$ cat src/rtl/nivel_cxa_monitor_pkg.sv
// Shared definitions for the tank level monitor: 7-segment glyphs, blink phase type and
// small combinational helpers used by the top level.
package nivel_cxa_monitor_pkg;

    // Segment bit indices inside the active-high {P,G,F,E,D,C,B,A} digit bus
    localparam int SEG_A_BIT = 0;
    localparam int SEG_G_BIT = 6;
    localparam int SEG_P_BIT = 7;

    localparam logic [6:0] SEG_0     = 7'h3F;
    localparam logic [6:0] SEG_1     = 7'h06;
    localparam logic [6:0] SEG_2     = 7'h5B;
    localparam logic [6:0] SEG_3     = 7'h4F;
    localparam logic [6:0] SEG_4     = 7'h66;
    localparam logic [6:0] SEG_5     = 7'h6D;
    localparam logic [6:0] SEG_6     = 7'h7D;
    localparam logic [6:0] SEG_7     = 7'h07;
    localparam logic [6:0] SEG_8     = 7'h7F;
    localparam logic [6:0] SEG_9     = 7'h6F;
    localparam logic [6:0] SEG_E     = 7'h79;
    localparam logic [6:0] SEG_BLANK = 7'h00;

    typedef enum logic {
        PHASE_OFF = 1'b0,
        PHASE_ON  = 1'b1
    } blink_phase_t;

    function automatic logic [6:0] seg_glyph(input logic [3:0] digit);
        logic [6:0] g;
        case (digit)
            4'd0:    g = SEG_0;
            4'd1:    g = SEG_1;
            4'd2:    g = SEG_2;
            4'd3:    g = SEG_3;
            4'd4:    g = SEG_4;
            4'd5:    g = SEG_5;
            4'd6:    g = SEG_6;
            4'd7:    g = SEG_7;
            4'd8:    g = SEG_8;
            4'd9:    g = SEG_9;
            default: g = SEG_E;
        endcase
        return g;
    endfunction

    // Probe count never exceeds 9, so a fixed 9-bit popcount covers every configuration
    function automatic logic [3:0] popcount9(input logic [8:0] v);
        logic [3:0] n;
        n = '0;
        for (int i = 0; i < 9; i++) begin
            n = n + {3'b000, v[i]};
        end
        return n;
    endfunction

endpackage

$ cat src/rtl/nivel_cxa_monitor_if.sv
// Probe inputs and display/alarm outputs of the tank level monitor.
interface nivel_cxa_monitor_if #(
    parameter int NUM_SENSORS = 4
) ();
    localparam int LW = $clog2(NUM_SENSORS + 1);

    logic [NUM_SENSORS-1:0] nv_sensor;
    logic [LW-1:0]          level;
    logic                   level_valid;
    logic                   nivel_baixo;
    logic                   nivel_cheio;
    logic                   sensor_fault;
    logic [7:0]             seg;

    modport master (
        output nv_sensor,
        input  level, level_valid, nivel_baixo, nivel_cheio, sensor_fault, seg
    );

    modport slave (
        input  nv_sensor,
        output level, level_valid, nivel_baixo, nivel_cheio, sensor_fault, seg
    );
endinterface

$ cat src/rtl/cxa_debounce.sv
// One probe: 2-FF synchroniser followed by a consecutive-mismatch counter that only
// accepts a new level after DEBOUNCE_CYCLES cycles of agreement.
module cxa_debounce #(
    parameter int DEBOUNCE_CYCLES = 1000
) (
    input  logic clk,
    input  logic rst,
    input  logic raw,
    output logic stable
);
    localparam int             CW       = $clog2(DEBOUNCE_CYCLES);
    localparam logic [CW-1:0]  CNT_LAST = CW'(DEBOUNCE_CYCLES - 1);

    logic          meta_reg;
    logic          sync_reg;
    logic          stable_reg;
    logic [CW-1:0] cnt_reg;

    always_ff @(posedge clk) begin
        if (rst) begin
            meta_reg   <= 1'b0;
            sync_reg   <= 1'b0;
            stable_reg <= 1'b0;
            cnt_reg    <= '0;
        end else begin
            meta_reg <= raw;
            sync_reg <= meta_reg;
            if (sync_reg == stable_reg) begin
                cnt_reg <= '0;
            end else if (cnt_reg == CNT_LAST) begin
                stable_reg <= sync_reg;
                cnt_reg    <= '0;
            end else begin
                cnt_reg <= cnt_reg + CW'(1);
            end
        end
    end

    assign stable = stable_reg;
endmodule

$ cat src/rtl/nivel_cxa_monitor.sv
// Water-tank level monitor: per-probe debounce, thermometer validation, level encoding,
// alarm flags and a blinking 7-segment digit.
module nivel_cxa_monitor
    import nivel_cxa_monitor_pkg::*;
#(
    parameter int NUM_SENSORS     = 4,
    parameter int DEBOUNCE_CYCLES = 1000,
    parameter int LOW_LEVEL       = 1,
    parameter int BLINK_CYCLES    = 25000000
) (
    input  logic               clk,
    input  logic               rst,
    nivel_cxa_monitor_if.slave mon
);
    localparam int LW = $clog2(NUM_SENSORS + 1);
    localparam int SW = $clog2(DEBOUNCE_CYCLES + 3);
    localparam int BW = $clog2(BLINK_CYCLES);

    localparam logic [NUM_SENSORS-1:0] ONE_NS       = NUM_SENSORS'(1);
    localparam logic [LW-1:0]          LOW_LW       = LW'(LOW_LEVEL);
    localparam logic [LW-1:0]          FULL_LW      = LW'(NUM_SENSORS);
    localparam logic [SW-1:0]          STARTUP_LAST = SW'(DEBOUNCE_CYCLES + 2);
    localparam logic [BW-1:0]          BLINK_LAST   = BW'(BLINK_CYCLES - 1);

    logic [NUM_SENSORS-1:0] stable;

    generate
        for (genvar gi = 0; gi < NUM_SENSORS; gi++) begin : g_probe
            cxa_debounce #(
                .DEBOUNCE_CYCLES (DEBOUNCE_CYCLES)
            ) u_debounce (
                .clk    (clk),
                .rst    (rst),
                .raw    (mon.nv_sensor[gi]),
                .stable (stable[gi])
            );
        end
    endgenerate

    logic [LW-1:0] level_reg,       level_next;
    logic          valid_reg,       valid_next;
    logic          fault_reg,       fault_next;
    logic          baixo_reg,       baixo_next;
    logic          cheio_reg,       cheio_next;
    logic [7:0]    seg_reg,         seg_next;
    logic [SW-1:0] startup_cnt_reg, startup_cnt_next;
    logic [BW-1:0] blink_cnt_reg,   blink_cnt_next;
    blink_phase_t  phase_reg,       phase_next;

    logic          legal;
    logic [LW-1:0] pop;
    logic [6:0]    glyph;

    always_comb begin
        // 0..01..1 is exactly the set of vectors with no overlap against themselves plus one
        legal = (stable & (stable + ONE_NS)) == '0;
        pop   = LW'(popcount9(9'(stable)));

        startup_cnt_next = valid_reg ? startup_cnt_reg : startup_cnt_reg + SW'(1);
        valid_next       = valid_reg | (startup_cnt_reg == STARTUP_LAST);

        level_next = legal ? pop : level_reg;
        fault_next = valid_next & ~legal;
        baixo_next = valid_next & legal & (pop <= LOW_LW);
        cheio_next = valid_next & legal & (pop == FULL_LW);

        if (blink_cnt_reg == BLINK_LAST) begin
            blink_cnt_next = '0;
            phase_next     = (phase_reg == PHASE_ON) ? PHASE_OFF : PHASE_ON;
        end else begin
            blink_cnt_next = blink_cnt_reg + BW'(1);
            phase_next     = phase_reg;
        end

        glyph    = fault_next ? SEG_E : seg_glyph(4'(level_next));
        seg_next = '0;
        if (valid_next) begin
            if ((baixo_next | fault_next) && (phase_next == PHASE_OFF)) begin
                seg_next[SEG_G_BIT:SEG_A_BIT] = SEG_BLANK;
            end else begin
                seg_next[SEG_G_BIT:SEG_A_BIT] = glyph;
            end
            seg_next[SEG_P_BIT] = cheio_next;
        end
    end

    always_ff @(posedge clk) begin
        if (rst) begin
            level_reg       <= '0;
            valid_reg       <= 1'b0;
            fault_reg       <= 1'b0;
            baixo_reg       <= 1'b0;
            cheio_reg       <= 1'b0;
            seg_reg         <= '0;
            startup_cnt_reg <= '0;
            blink_cnt_reg   <= '0;
            phase_reg       <= PHASE_ON;
        end else begin
            level_reg       <= level_next;
            valid_reg       <= valid_next;
            fault_reg       <= fault_next;
            baixo_reg       <= baixo_next;
            cheio_reg       <= cheio_next;
            seg_reg         <= seg_next;
            startup_cnt_reg <= startup_cnt_next;
            blink_cnt_reg   <= blink_cnt_next;
            phase_reg       <= phase_next;
        end
    end

    assign mon.level        = level_reg;
    assign mon.level_valid  = valid_reg;
    assign mon.sensor_fault = fault_reg;
    assign mon.nivel_baixo  = baixo_reg;
    assign mon.nivel_cheio  = cheio_reg;
    assign mon.seg          = seg_reg;
endmodule

$ cat src/flat_wrapper.sv
// flat-port wrapper written by rule: the top's interface ports become plain ports
module nivel_cxa_monitor_flat import nivel_cxa_monitor_pkg::*;
#(
    parameter int NUM_SENSORS     = 4,
    parameter int DEBOUNCE_CYCLES = 1000,
    parameter int LOW_LEVEL       = 1,
    parameter int BLINK_CYCLES    = 25000000
)
  (clk, rst, mon_nv_sensor, mon_level, mon_level_valid, mon_nivel_baixo, mon_nivel_cheio, mon_sensor_fault, mon_seg);
  nivel_cxa_monitor_if #(.NUM_SENSORS(NUM_SENSORS)) mon_i ();
  input  logic clk;
  input  logic rst;
  input wire logic [$bits(mon_i.nv_sensor)-1:0] mon_nv_sensor;
  output wire logic [$bits(mon_i.level)-1:0] mon_level;
  output wire logic [$bits(mon_i.level_valid)-1:0] mon_level_valid;
  output wire logic [$bits(mon_i.nivel_baixo)-1:0] mon_nivel_baixo;
  output wire logic [$bits(mon_i.nivel_cheio)-1:0] mon_nivel_cheio;
  output wire logic [$bits(mon_i.sensor_fault)-1:0] mon_sensor_fault;
  output wire logic [$bits(mon_i.seg)-1:0] mon_seg;
  assign mon_i.nv_sensor = mon_nv_sensor;
  assign mon_level = mon_i.level;
  assign mon_level_valid = mon_i.level_valid;
  assign mon_nivel_baixo = mon_i.nivel_baixo;
  assign mon_nivel_cheio = mon_i.nivel_cheio;
  assign mon_sensor_fault = mon_i.sensor_fault;
  assign mon_seg = mon_i.seg;
  nivel_cxa_monitor #(.NUM_SENSORS(NUM_SENSORS), .DEBOUNCE_CYCLES(DEBOUNCE_CYCLES), .LOW_LEVEL(LOW_LEVEL), .BLINK_CYCLES(BLINK_CYCLES)) u_core (.clk(clk), .rst(rst), .mon(mon_i));
endmodule
$ cat config.mk
export PLATFORM = sky130hd
export DESIGN_NAME = nivel_cxa_monitor_flat
export DESIGN_NICKNAME = d
export VERILOG_FILES = /design/src/rtl/nivel_cxa_monitor_pkg.sv /design/src/rtl/nivel_cxa_monitor_if.sv /design/src/rtl/cxa_debounce.sv /design/src/rtl/nivel_cxa_monitor.sv /design/src/flat_wrapper.sv
export SDC_FILE = /design/constraint.sdc
export NUM_CORES = 1
export LEC_CHECK = 0
export CAP_MARGIN = 20
export CORE_UTILIZATION = 38
export CTS_CLUSTER_DIAMETER = 80
export DETAILED_ROUTE_END_ITERATION = 7
export GPL_TIMING_DRIVEN = 0
export SLEW_MARGIN = 20
export SYNTH_ARGS = -nofsm -noshare
export SYNTH_HDL_FRONTEND = slang
export SYNTH_HIERARCHICAL = 1
export SYNTH_SLANG_ARGS = --single-unit
$ cat constraint.sdc
create_clock -name clk -period 4.25 [get_ports clk]
set_input_delay 0.425 -clock clk [delete_from_list [all_inputs] [get_ports clk]]
set_output_delay 0.425 -clock clk [all_outputs]
set_load 0.02 [all_outputs]
# ---- Word level (Yosys, flattened, before mapping)
# Memories as Yosys holds them, arrays and structs flattened.
# Index checks and enable logic that the tools add are counted.
dict set report totals {
  input_bits 6
  rom_bits 56
  wordCells 82
  register_bits 103
  n_memories 1
  output_inout_bits 15
}
# name depth word_bits rd rd_ports_with_merged_regs wr line
set mem_list {}
lappend mem_list {{(no name shown)} 8 7 1 0 0 nivel_cxa_monitor_pkg.sv:30} ;# case (digit)
dict set report classes {
  bitwise_logic 14
  n_lt_le_gt_ge 1
  add_sub_neg 10
  n_eq_ne 11
  n_mux 4
  n_reduce_logical 14
}
# operator count
set op_table {}
lappend op_table {{adder 10 x 1 -> 10 bit (second input constant)} 5}
lappend op_table {{equality test 10 bit (second input constant)} 5}
lappend op_table {{adder 25 x 1 -> 25 bit (second input constant)} 1}
lappend op_table {{equality test 25 bit (second input constant)} 1}
lappend op_table {{OR reduction 3 bit} 5}
lappend op_table {{AND reduction 2 bit} 4}
lappend op_table {{2-to-1 mux 7 bit} 1}
lappend op_table {{NOT 1 bit} 7}
lappend op_table {{adder 3 x 1 -> 3 bit} 2}
lappend op_table {{adder 4 x 1 -> 4 bit (second input constant)} 1}
lappend op_table {{bitwise AND 1 bit} 4}
lappend op_table {{bitwise AND 4 bit} 1}
lappend op_table {{equality test 1 bit} 4}
lappend op_table {{logical NOT 4 bit} 1}
lappend op_table {{OR reduction 2 bit} 2}
lappend op_table {{OR reduction 4 bit} 1}
lappend op_table {{equality test 3 bit (second input constant)} 1}
lappend op_table {{<= comparator 3 x 1 -> 1 bit (second input constant)} 1}
lappend op_table {{2-to-1 mux 3 bit} 1}
lappend op_table {{adder 1 x 1 -> 2 bit} 1}
lappend op_table {{2-to-1 mux 1 bit} 2}
lappend op_table {{OR 1 bit} 2}
lappend op_table {{logical AND 1 bit} 1}

# ---- Longest topological paths before layout
# Gate-level depths: netlist of run 1.
dict set report depth {
  ltp_word 8
  mapped_depth 11
  ltp_nobuf 11
}

# ---- Modules after synthesis
# The synthesis of run 1 kept the hierarchy.
# module seq_area_each_um2 cells_per_inst instances area_per_inst_um2
set by_module_without_submodules {}
lappend by_module_without_submodules {nivel_cxa_monitor 1021.0 261 1 2341.0}
lappend by_module_without_submodules {cxa_debounce 260.2 59 4 543.0}

# ---- Worst setup path before layout of run 1
# Ideal clock, no wire load.
dict set report synth_timing {
  kind {flip-flop to flip-flop}
  from {register u_core.g_probe[0].u_debounce.stable_reg}
  to {register u_core.seg_reg[6], in the netlist u_core/mon.seg[6]}
  setup_ns 0.074
  period_less_slack_ns 2.559
  arrival_ns 2.485
  slack_ns 1.691
  n_path_buf 0
  t_required_ns 4.176
  stages_incl_launch_ff 12
  path_cell_list {dfxtp_1 inv_1 fa_1 inv_1 ha_1 inv_1 ha_1 a21oi_1 inv_1 ha_1 or2_2 a31oi_1}
}
dict set report synth_between {
  elab_cells_between_ends 17
  cone_classes {add/sub: 4; order compare: 1; mux: 2; bitwise: 6; reduce/logical: 3; memory: 1}
}
# item line
set synth_rtl {}
lappend synth_rtl {{start, declared} cxa_debounce.sv:16} ;# logic stable_reg;
lappend synth_rtl {{start signal, assigned} cxa_debounce.sv:31} ;# stable_reg <= sync_reg;
lappend synth_rtl {{adder 1 x 1 -> 2 bit or adder 4 x 1 -> 4 bit (tied branches)} {nivel_cxa_monitor_pkg.sv:51, nivel_cxa_monitor.sv:56}}
lappend synth_rtl {{adder 3 x 1 -> 3 bit or bitwise AND 4 bit (tied branches)} {nivel_cxa_monitor_pkg.sv:51, nivel_cxa_monitor.sv:56}}
lappend synth_rtl {{adder 3 x 1 -> 3 bit or logical NOT 4 bit (tied branches)} {nivel_cxa_monitor_pkg.sv:51, nivel_cxa_monitor.sv:56}}
lappend synth_rtl {{2-to-1 mux 3 bit (*)} nivel_cxa_monitor.sv:62} ;# level_next = legal ? pop : level_reg;
lappend synth_rtl {{named net u_core.level_next[1]} nivel_cxa_monitor.sv:40} ;# logic [LW-1:0] level_reg, level_next;
lappend synth_rtl {{memory (8 x 7 bit) (*)} n/a}
lappend synth_rtl {{2-to-1 mux 7 bit (*)} nivel_cxa_monitor.sv:75} ;# glyph = fault_next ? SEG_E : seg_glyph(4'(level_next));
lappend synth_rtl {{end signal, assigned} nivel_cxa_monitor.sv:104} ;# seg_reg <= seg_next;
lappend synth_rtl {{end, declared} nivel_cxa_monitor.sv:45} ;# logic [7:0] seg_reg, seg_next;
# Mark *: on every way through the listed nets, which the timed path passes. The rest lies on a longest branch.
# A chain may end at the register's enable or synchronous reset.

# ---- Worst setup path after layout of run 1
# Same ends and word-level chain as after synthesis.

==> metrics.md, run 1 <==
| Metric | Value |
|---|---|
| Synth unique cells | 43 |
| Slowest cell on the critical path | a211oi_1 |
| Vias in the first global route | 3367 |
| PortBufs | 20 |
| Crit path largest cell delay | ~0.8 ns |
| Htree depth | 3 |
| First-pass GRT wire length | roughly 15 mm |
| Seq/Total Area, Yosys | a little under half |
| Relative slew slack | 32.1% |
| TNS Setup | 0 ns |
| CTS root buf | clkbuf_16 |
| Setup CP Type | reg2reg |
| Status | complete, but fails checks |
| Mapped cell area | roughly 4500 sq um |
| Chip Height | approximately 110 microns |
| Hold-fix buffers, CTS | 0 |
| Post-route minimum period | 2.91 ns |
| Clk slew on worst S/H paths | 0.07 ns |
| Unrepaired setup endpoints after global routing | false |
| Initial antenna violation count | 0 |
| Pin count of the biggest net entering global routing | 18 |
| Buf+Inv Stages, Crit Path | 2 |
| Worst-margin pin slew | between 1 and 1.5 ns |
| Post-Syn Nets | roughly 520 |
| Routed vias | around 3500 |
| PD cells | roughly 360 nW/um^2 |
| Fin util | between 40% and 50% |
| Initial core utilization | about two fifths |
| # diodes | 0 |
| Layout area overhead | 15.2% |
| Max_cap viols | 0 |
| Worst path cell trace | inv_1 -> ha_1 -> a211oi_1 -> nor2_1 -> a21oi_1 -> inv_1 -> ha_1 -> or2_2 -> a31oi_1 |
| #FFs+latches synth | 103 |
| Clk_lat worst skew | around 0.35 ns |
| Nets@finish | approximately 550 |
| Crit end category | flop |
| Maximum clock insertion buffer count | 2 |
| DRC viols | 11 |
| Overflow left after global routing | 0 |
| Largest register FFs | 40 |
| Post_cts resized | 0 |
| TritonCTS Buffers | 9 |
| Area of the die | about 12000 sq um |
| Final WL | 8.46 mm |
| GRT Total Usage | 14.8% |
| Critical path required time | between 4 and 5 ns |
| Fmax | approximately 340 MHz |
| Final GP Congestion | 0.785 |
| Core ar. | 11500 sq um |
| Async SR Flop Fraction | 0% |
| Setup crit start kind | flop |
| Hpwl dp | 5.95 mm |
| Leakage power | approximately 0.0018 uW |
| Setup violators final | 0 |
| Final ANT Viol Nets | 0 |
| Io pins | 21 |
| Worst Path Arrival | approximately 3.2 ns |
| Most used flip-flop cell after synthesis | dfxtp_1 |
| Final hold viol count | 0 |
| Vias per cell | ~5.1 |
| Post-CTS Setup Inserts | 0 |
| Synthesis warning total | 6 |
| Top delay family on crit path | compound AO/OA/AOI/OAI gates |
| Fin crit share | 68.4% |
| DRT iter0 DRCs | 202 |
| Hold Path Class | reg2reg |
| Failing checks | DRC |
| Row count | 39 |
| Commonest non-fill, non-tap cell in the layout | dfxtp_1 |
| CTS sink cnt | slightly above 100 |
| WL/cell | 12.5 microns |
| Die W | 111 microns |
| Max-slew violations | 0 |
| CP max FO | 10 |
| Share of layout cells above drive strength 1 | between 5 and 6% |
| Syn avg cell area | slightly above 9 sq um |
| Worst VDD drop | 0.181 mV |
| TritonCTS clock tree | done |
| Most frequent cells in the layout | dfxtp_1 (103), nor2_1 (66), nand2_1 (37) |
| Syn Inst Count | roughly 500 |
| EDFF count, synth | 0 |
| DRT Pass-1 Iters | 7 |
| Setup Skew | around 0.012 ns |
[path summary, 6_finish.rpt]
check / from / end / slack (ns) / depth (start not counted)
worst max register to register: u_core/g_probe[0].u_debounce/stable / u_core/mon.seg[6] / 1.34 / 9
worst min-delay path: u_core/g_probe[0].u_debounce/meta_reg / u_core/g_probe[0].u_debounce/sync_reg / 0.43 / 1
worst max-delay path: u_core/g_probe[0].u_debounce/stable / u_core/mon.seg[6] / 1.34 / 9
worst min register to register: u_core/g_probe[0].u_debounce/meta_reg / u_core/g_probe[0].u_debounce/sync_reg / 0.43 / 1
[cell families (layout without fill, tap and decap cells)]
family          after synthesis  in the layout  share of synthesized area (%)
compound gates               75             75                           11.1
xor+xnor                     45             45                           8.73
fa+ha+maj                    19             19                           5.43
buf+inv                      40             75                           3.33
flops                       103            103                           45.7
mux                           2              2                          0.444
simple gates                213            213                           25.2
[layer usage]
layer / up-vias / wire length, microns / global-route usage, %
met5: - / 0 / 0
met4: 0 / 148 / 6.21
met3: 12 / 207 / 3.72
met2: 30 / 3860 / 24.1
met1: 1630 / 4240 / 18.6
li1: 1793 / - / -
[final cells by class]
type                            count  area (sq um)
Clock inverter                      4          55.1
Fill cell                        1091          6320
Multi-Input combinational cell    354          2300
Buffer                              7          26.3
Clock buffer                       11           253
Tap cell                          143           179
Timing Repair Buffer               20           200
Sequential cell                   103          2060
Inverter                           33           124
[cell usage after synthesis, types with 2 or more instances]
cell	n	area share, %
a21oi_1	29	3.2
a221oi_1	6	1.2
and3_1	7	0.97
clkbuf_1	7	0.58
clkinv_1	4	0.33
dfxtp_1	103	46
ha_1	18	5.0
inv_1	29	2.4
mux2i_1	2	0.44
nand2_1	37	3.1
nand3_1	19	2.1
nand3_2	4	0.89
nand4_1	11	1.5
nand4bb_1	4	1.0
nor2_1	66	5.5
nor2b_1	10	1.4
nor3_1	10	1.1
nor4_1	3	0.42
nor4bb_1	2	0.44
o21ai_0	16	1.8
o311ai_2	4	1.4
o31ai_1	14	2.3
or2_2	2	0.28
or3_1	16	2.2
or4_1	13	2.2
xnor2_1	19	3.7
xor2_1	26	5.0
[stage by stage]
step | power (uW) | setup WS (ns) | area [sq um] | hold WS, ns | std cells
2_1_floorplan | 1030 | 1.69 | 4510 | 0.414 | 497
3_3_place_gp | 1040 | 1.42 | 4890 | 0.419 | 660
3_5_place_dp | 1040 | 1.38 | 4890 | 0.422 | 660
4_1_cts | 1890 | 1.37 | 5200 | 0.438 | 675
5_1_grt | 1930 | 1.10 | 5200 | 0.455 | 675
6_report | 1860 | 1.34 | 5200 | 0.435 | 675
[report_power, final]
| group | internal [uW] | total, uW | switching [uW] |
|---|---|---|---|
| Combinational | 15.5 | 38.3 | 22.8 |
| Clock | 487 | 841 | 354 |
| Sequential | 974 | 982 | 7.84 |
| Total | 1480 | 1860 | 385 |
(Power assumes the default switching activity.)
==> inputs of run 2 (changes only) <==
==> constraint.sdc (replaced) <==
create_clock -name clk -period 2.7 [get_ports clk]
set_input_delay 0.27 -clock clk [delete_from_list [all_inputs] [get_ports clk]]
set_output_delay 0.27 -clock clk [all_outputs]
set_load 0.02 [all_outputs]
==> run 2 against run 1 <==
  * The flow still finishes with violations (DRC)
  * Power is 57% higher
  * Clock-buffer cell count stayed put
  * Worst setup slack worse by 1.2 ns
  * Sequential power is 58% higher
  * Clock skew hardly changed
  * Clock power is 57% higher
  * Fmax is 13% higher
  * Critical path type unchanged
  * Largest cell class unchanged
  * Largest power group unchanged
==> metrics.md, run 2 (same netlist as run 1, synthesis figures left out) <==
| Metric | Value |
|---|---|
| Status | complete, but fails checks |
| Failing checks | DRC |
| Hold Path Class | reg2reg |
| Max_cap viols | 0 |
| CTS root buf | clkbuf_16 |
| WL/cell | 12.6 microns |
| Post-route minimum period | about 2.6 ns |
| Setup crit start kind | flop |
| Most frequent cells in the layout | dfxtp_1 (100), nor2_1 (66), nand2_1 (37) |
| Row count | 39 |
| Overflow left after global routing | 0 |
| Cell mode on critical path | inv_1 |
| Area of the die | 12300 sq um |
| Layout area overhead | 16.1% |
| Clk_lat worst skew | around 0.35 ns |
| Buf+Inv Stages, Crit Path | 4 |
| Final WL | between 8 and 9 mm |
| Crit end category | flop |
| Worst-margin pin slew | 0.768 ns |
| PD cells | around 560 nW/um^2 |
| Critical path origin | u_core/g_probe[0].u_debounce/stable |
| Pin count of the biggest net entering global routing | 18 |
| Maximum clock insertion buffer count | 2 |
| WP depth | 11 |
| TNS Setup | 0 ns |
| Placed insts | 660 |
| Clk slew on worst S/H paths | approximately 0.070 ns |
| Fin util | a little under half |
| Largest register FFs | 40 |
| Worst Path Arrival | approximately 2.8 ns |
| Hold-fix buffers, CTS | 0 |
| Setup CP Type | reg2reg |
| Commonest non-fill, non-tap cell in the layout | dfxtp_1 |
| TritonCTS Buffers | 9 |
| DRC viols | 11 |
| Routed vias | about 3500 |
| Share of layout cells above drive strength 1 | around 7.1% |
| PortBufs | 20 |
| Unrepaired setup endpoints after global routing | false |
| Vias in the first global route | approximately 3400 |
| Setup Skew | roughly 0.012 ns |
| First-pass GRT wire length | roughly 15 mm |
| Relative slew slack | 48.3% |
| Vias per cell | around 5.1 |
| Worst VDD drop | 0.285 mV |
| Critical path required time | approximately 3 ns |
| Final hold viol count | 0 |
| # diodes | 0 |
| Final Instance Area | 5240 sq um |
| Nets@finish | ~550 |
| CP max FO | 5 |
| Non-Filler Instances | around 680 |
| R2R depth | 11 |
| CTS sink cnt | just over 100 |
| Slowest cell on the critical path | fa_1 |
| Io pins | 21 |
| Leakage power | ~0.0018 uW |
| Fin crit share | a little over nine tenths |
| Initial core utilization | roughly two fifths |
| RR Endpoint | u_core/mon.seg[6] |
| Fmax | ~390 MHz |
| Dpl cell area | between 4000 and 5000 sq um |
| Reg2reg start | u_core/g_probe[0].u_debounce/stable |
| Htree depth | 3 |
| Core ar. | 11500 sq um |
| DRT Pass-1 Iters | 6 |
| Worst path cell trace | inv_1 -> fa_1 -> inv_1 -> ha_1 -> inv_1 -> ha_2 -> a21oi_4 -> inv_1 -> ha_1 -> or2_2 -> a31oi_1 |
| Chip Height | 111 microns |
| Min-Delay Path Depth | 1 |
| Crit path to | u_core/mon.seg[6] |
| Max-slew violations | 0 |
| Die W | approximately 110 microns |
| Initial antenna violation count | 0 |
| Setup violators final | 0 |
| Hpwl dp | about 6 mm |
| Final ANT Viol Nets | 0 |
| DRT iter0 DRCs | 171 |
| GRT Total Usage | about 15% |
| TritonCTS clock tree | done |
| Top delay family on crit path | adder cells |
| Crit path largest cell delay | 0.53 ns |
| Final GP Congestion | around 0.78 |
| R2r setup slk | 0.13 ns |
[run 2: power by group]
group / switching, uW / internal, uW / total, uW
combinational: 35.9 / 24.3 / 60.2
clock: 556 / 767 / 1320
sequential: 12.3 / 1530 / 1550
[run 2: worst min-delay path by stage]
stage / startpoint / end / slack [ns]
floorplan: rst / u_core/g_probe[0].u_debounce/stable / 0.34
global placement: u_core/g_probe[0].u_debounce/meta_reg / u_core/g_probe[0].u_debounce/sync_reg / 0.42
detailed placement: u_core/g_probe[0].u_debounce/meta_reg / u_core/g_probe[0].u_debounce/sync_reg / 0.42
CTS: u_core/g_probe[0].u_debounce/meta_reg / u_core/g_probe[0].u_debounce/sync_reg / 0.44
global route: u_core/g_probe[0].u_debounce/meta_reg / u_core/g_probe[0].u_debounce/sync_reg / 0.46
finish: u_core/g_probe[0].u_debounce/meta_reg / u_core/g_probe[0].u_debounce/sync_reg / 0.43
[run 2: what timing repair did]
action                                  CTS  global route
gates resized for setup                   4             6
endpoints found under the setup margin    5             6
setup buffers                             0             0
[run 2: area by class of cell]
type,count,area [sq um]
Fill cell,1086,6280
Sequential cell,103,2070
Buffer,7,26.3
Tap cell,143,179
Timing Repair Buffer,20,200
Clock inverter,4,55.1
Clock buffer,11,253
Inverter,33,124
Multi-Input combinational cell,354,2330
[run 2: routing by layer]
layer	global-route usage (%)	wire length, microns
met3	3.72	226
met5	0	0
met1	18.6	4220
met2	24.2	3900
met4	6.12	138
[run 2: through the flow]
stage | total power (uW) | hold WS [ns] | worst slack, ns
2_1_floorplan | 1620 | 0.339 | 0.141
3_3_place_gp | 1640 | 0.419 | -0.126
3_5_place_dp | 1640 | 0.422 | -0.168
4_1_cts | 2970 | 0.438 | 0.0189
5_1_grt | 3050 | 0.455 | 0.00611
6_report | 2930 | 0.435 | 0.134
==> inputs of run 3 (changes only) <==
--- a/config.mk
+++ b/config.mk
@@ -7,6 +7,7 @@
 export LEC_CHECK = 0
 export CAP_MARGIN = 20
 export CORE_UTILIZATION = 38
+export CTS_BUF_LIST = sky130_fd_sc_hd__clkbuf_8
 export CTS_CLUSTER_DIAMETER = 80
 export DETAILED_ROUTE_END_ITERATION = 7
 export GPL_TIMING_DRIVEN = 0
==> constraint.sdc (replaced) <==
create_clock -name clk -period 2.7 [get_ports clk]
set_input_delay 0.27 -clock clk [delete_from_list [all_inputs] [get_ports clk]]
set_output_delay 0.27 -clock clk [all_outputs]
set_load 0.005 [all_outputs]
==> run 3 against run 2 <==
  * Clock skew increased by 0.00062 ns
  * Largest cell class unchanged
  * Worst setup slack improved by 0.0083 ns
  * Fmax increased by 0.32%
  * Utilization decreased by 0.88 points
  * Via count decreased by 0.46%
  * Clock-buffer cell count unchanged
  * Final cell count unchanged
  * The run still ends with DRC left
  * Clock power decreased by 24%
  * Design area decreased by 1.9%
  * Wire length increased by 0.18%
  * Critical path type unchanged
==> metrics.md, run 3 (same netlist as run 1, synthesis figures left out) <==
| Metric | Value |
|---|---|
| Largest register FFs | 40 |
| Hold Path Class | in2reg |
| TritonCTS clock tree | done |
| Worst VDD drop | 0.241 mV |
| CTS root buf | clkbuf_8 |
| PD cells | about 500 nW/um^2 |
| Max_cap viols | 0 |
| Layout area overhead | 13.8% |
| Final ANT Viol Nets | 0 |
| Initial core utilization | around two fifths |
| Final GP Congestion | ~0.8 |
| WL met2 | slightly below 4 mm |
| Register Area | between 2000 and 2500 sq um |
| First-pass GRT wire length | about 15 mm |
| Vias per cell | slightly above 5 |
| Dpl cell area | just under 5000 sq um |
| Slowest cell on the critical path | fa_1 |
| Crit end category | flop |
| Crit path largest cell delay | roughly 0.53 ns |
| Row count | 39 |
| Area of the die | between 10000 and 15000 sq um |
| Clk_lat worst skew | between 0.3 and 0.4 ns |
| Io pins | 21 |
| WL/cell | roughly 13 microns |
| DRT iter0 DRCs | 186 |
| # diodes | 0 |
| Worst Path Arrival | ~2.9 ns |
| Final Instance Area | ~5100 sq um |
| CP max FO | 5 |
| Relative slew slack | about 49% |
| Multi-input gate area | around 2300 sq um |
| Initial antenna violation count | 0 |
| Hold EP | u_core/g_probe[2].u_debounce/meta_reg |
| Hpwl dp | between 5 and 6 mm |
| Status | complete, but fails checks |
| RR Endpoint | u_core/mon.seg[6] |
| Unrepaired setup endpoints after global routing | false |
| DRT met1 WL | between 4 and 5 mm |
| Reg2reg start | u_core/g_probe[0].u_debounce/stable |
| Post-route minimum period | between 2 and 3 ns |
| Non-Filler Instances | roughly 680 |
| Most frequent cells in the layout | dfxtp_1 (100), nor2_1 (66), nand2_1 (37) |
| TritonCTS Buffers | 9 |
| CTS sink cnt | 103 |
| Cell mode on critical path | inv_1 |
| R2r setup slk | 0.14 ns |
| Routed vias | ~3500 |
| Die W | around 110 microns |
| Core ar. | 11500 sq um |
| Fmax | between 300 and 400 MHz |
| R2R depth | 11 |
| Final WL | 8.51 mm |
| Setup violators final | 0 |
| Hold Crit Start | mon_nv_sensor[2] |
| Worst-margin pin slew | about 0.77 ns |
| Share of layout cells above drive strength 1 | ~7.1% |
| Critical path required time | between 3 and 4 ns |
| Failing checks | DRC |
| Leakage power | 0.00171 uW |
| Clk slew on worst S/H paths | about 0.1 ns |
| Final hold viol count | 0 |
| Vias in the first global route | about 3400 |
| Chip Height | between 100 and 150 microns |
| Min-Delay Path Depth | 2 |
| Commonest non-fill, non-tap cell in the layout | dfxtp_1 |
| DRT Pass-1 Iters | 6 |
| Nets@finish | approximately 550 |
| Setup CP Type | reg2reg |
| Fillers | 1094 |
| Maximum clock insertion buffer count | 2 |
| Max-slew violations | 0 |
| Worst path cell trace | inv_1 -> fa_1 -> inv_1 -> ha_1 -> inv_1 -> ha_2 -> a21oi_4 -> inv_1 -> ha_1 -> or2_2 -> a31oi_1 |
| PortBufs | 20 |
| Htree depth | 3 |
| GRT Total Usage | roughly 15% |
| Hold_ws | approximately 0.44 ns |
| Fin crit share | a little over nine tenths |
| Overflow left after global routing | 0 |
| Max layer used | met4 |
| Setup Skew | ~0.012 ns |
| Placed insts | between 600 and 700 |
| Pin count of the biggest net entering global routing | 18 |
| Setup crit start kind | flop |
| Metal3 WL | about 210 microns |
| DRC viols | 11 |
run 3: final cells by class:
class / instances / area share (%)
flip-flops and latches: 103 / 40.3
well taps: 143 / 3.48
clock buffers: 11 / 2.95
plain buffers: 7 / 0.512
clock inverters: 4 / 1.07
multi-input cells: 354 / 45.4
inverters: 33 / 2.41
repair buffers: 20 / 3.90
run 3: metal layers:
| layer | GRT usage (%) | vias up |
|---|---|---|
| li1 | - | 1796 |
| met1 | 18.4 | 1617 |
| met2 | 24.3 | 34 |
| met3 | 3.72 | 9 |
| met4 | 6.39 | 0 |
| met5 | 0 | - |
run 3: worst max-delay path: cells and delay by family (launching register included):
kind | cells | cell delay, ns
buffers and inverters | 4 | 0.28
AO/OA/AOI/OAI | 2 | 0.32
adder cells (fa/ha/maj) | 4 | 1.19
flip-flops | 1 | 0.39
AND/OR/NAND/NOR | 1 | 0.30
run 3: through the flow:
step / power [uW] / setup TNS, ns / utilization, % / setup slack (ns)
floorplan: 1620 / 0 / - / 0.141
global placement: 1640 / -0.360 / 42.5 / -0.126
detailed placement: 1640 / -0.470 / 42.5 / -0.168
CTS: 2650 / 0 / 44.4 / 0.0217
global route: 2720 / 0 / 44.6 / 0.00271
finish: 2610 / 0 / 44.6 / 0.142
run 3: repair_timing:
item / in CTS / in global routing
setup endpoints to repair: 5 / 6
gates resized for setup: 4 / 6
pin swaps: 0 / 0
setup buffers: 0 / 0
hold buffers: 0 / 0
run 3: worst max-delay path by stage:
stage / slack (ns) / startpoint / cells after the start / end
6_report: 0.14 / u_core/g_probe[0].u_debounce/stable / 11 / u_core/mon.seg[6]
3_3_place_gp: -0.13 / u_core/g_probe[0].u_debounce/stable / 9 / u_core/mon.seg[6]
2_1_floorplan: 0.14 / u_core/g_probe[0].u_debounce/stable / 11 / u_core/mon.seg[6]
5_1_grt: 0.003 / u_core/g_probe[0].u_debounce/stable / 11 / u_core/mon.seg[6]
3_5_place_dp: -0.17 / u_core/g_probe[0].u_debounce/stable / 9 / u_core/mon.seg[6]
4_1_cts: 0.02 / u_core/g_probe[0].u_debounce/stable / 11 / u_core/mon.seg[6]
run 3: where the power goes:
group	total, uW	internal (uW)	switching, uW
clock network	1000	477	523
logic	60.4	24.3	36.1
registers	1540	1530	12.4
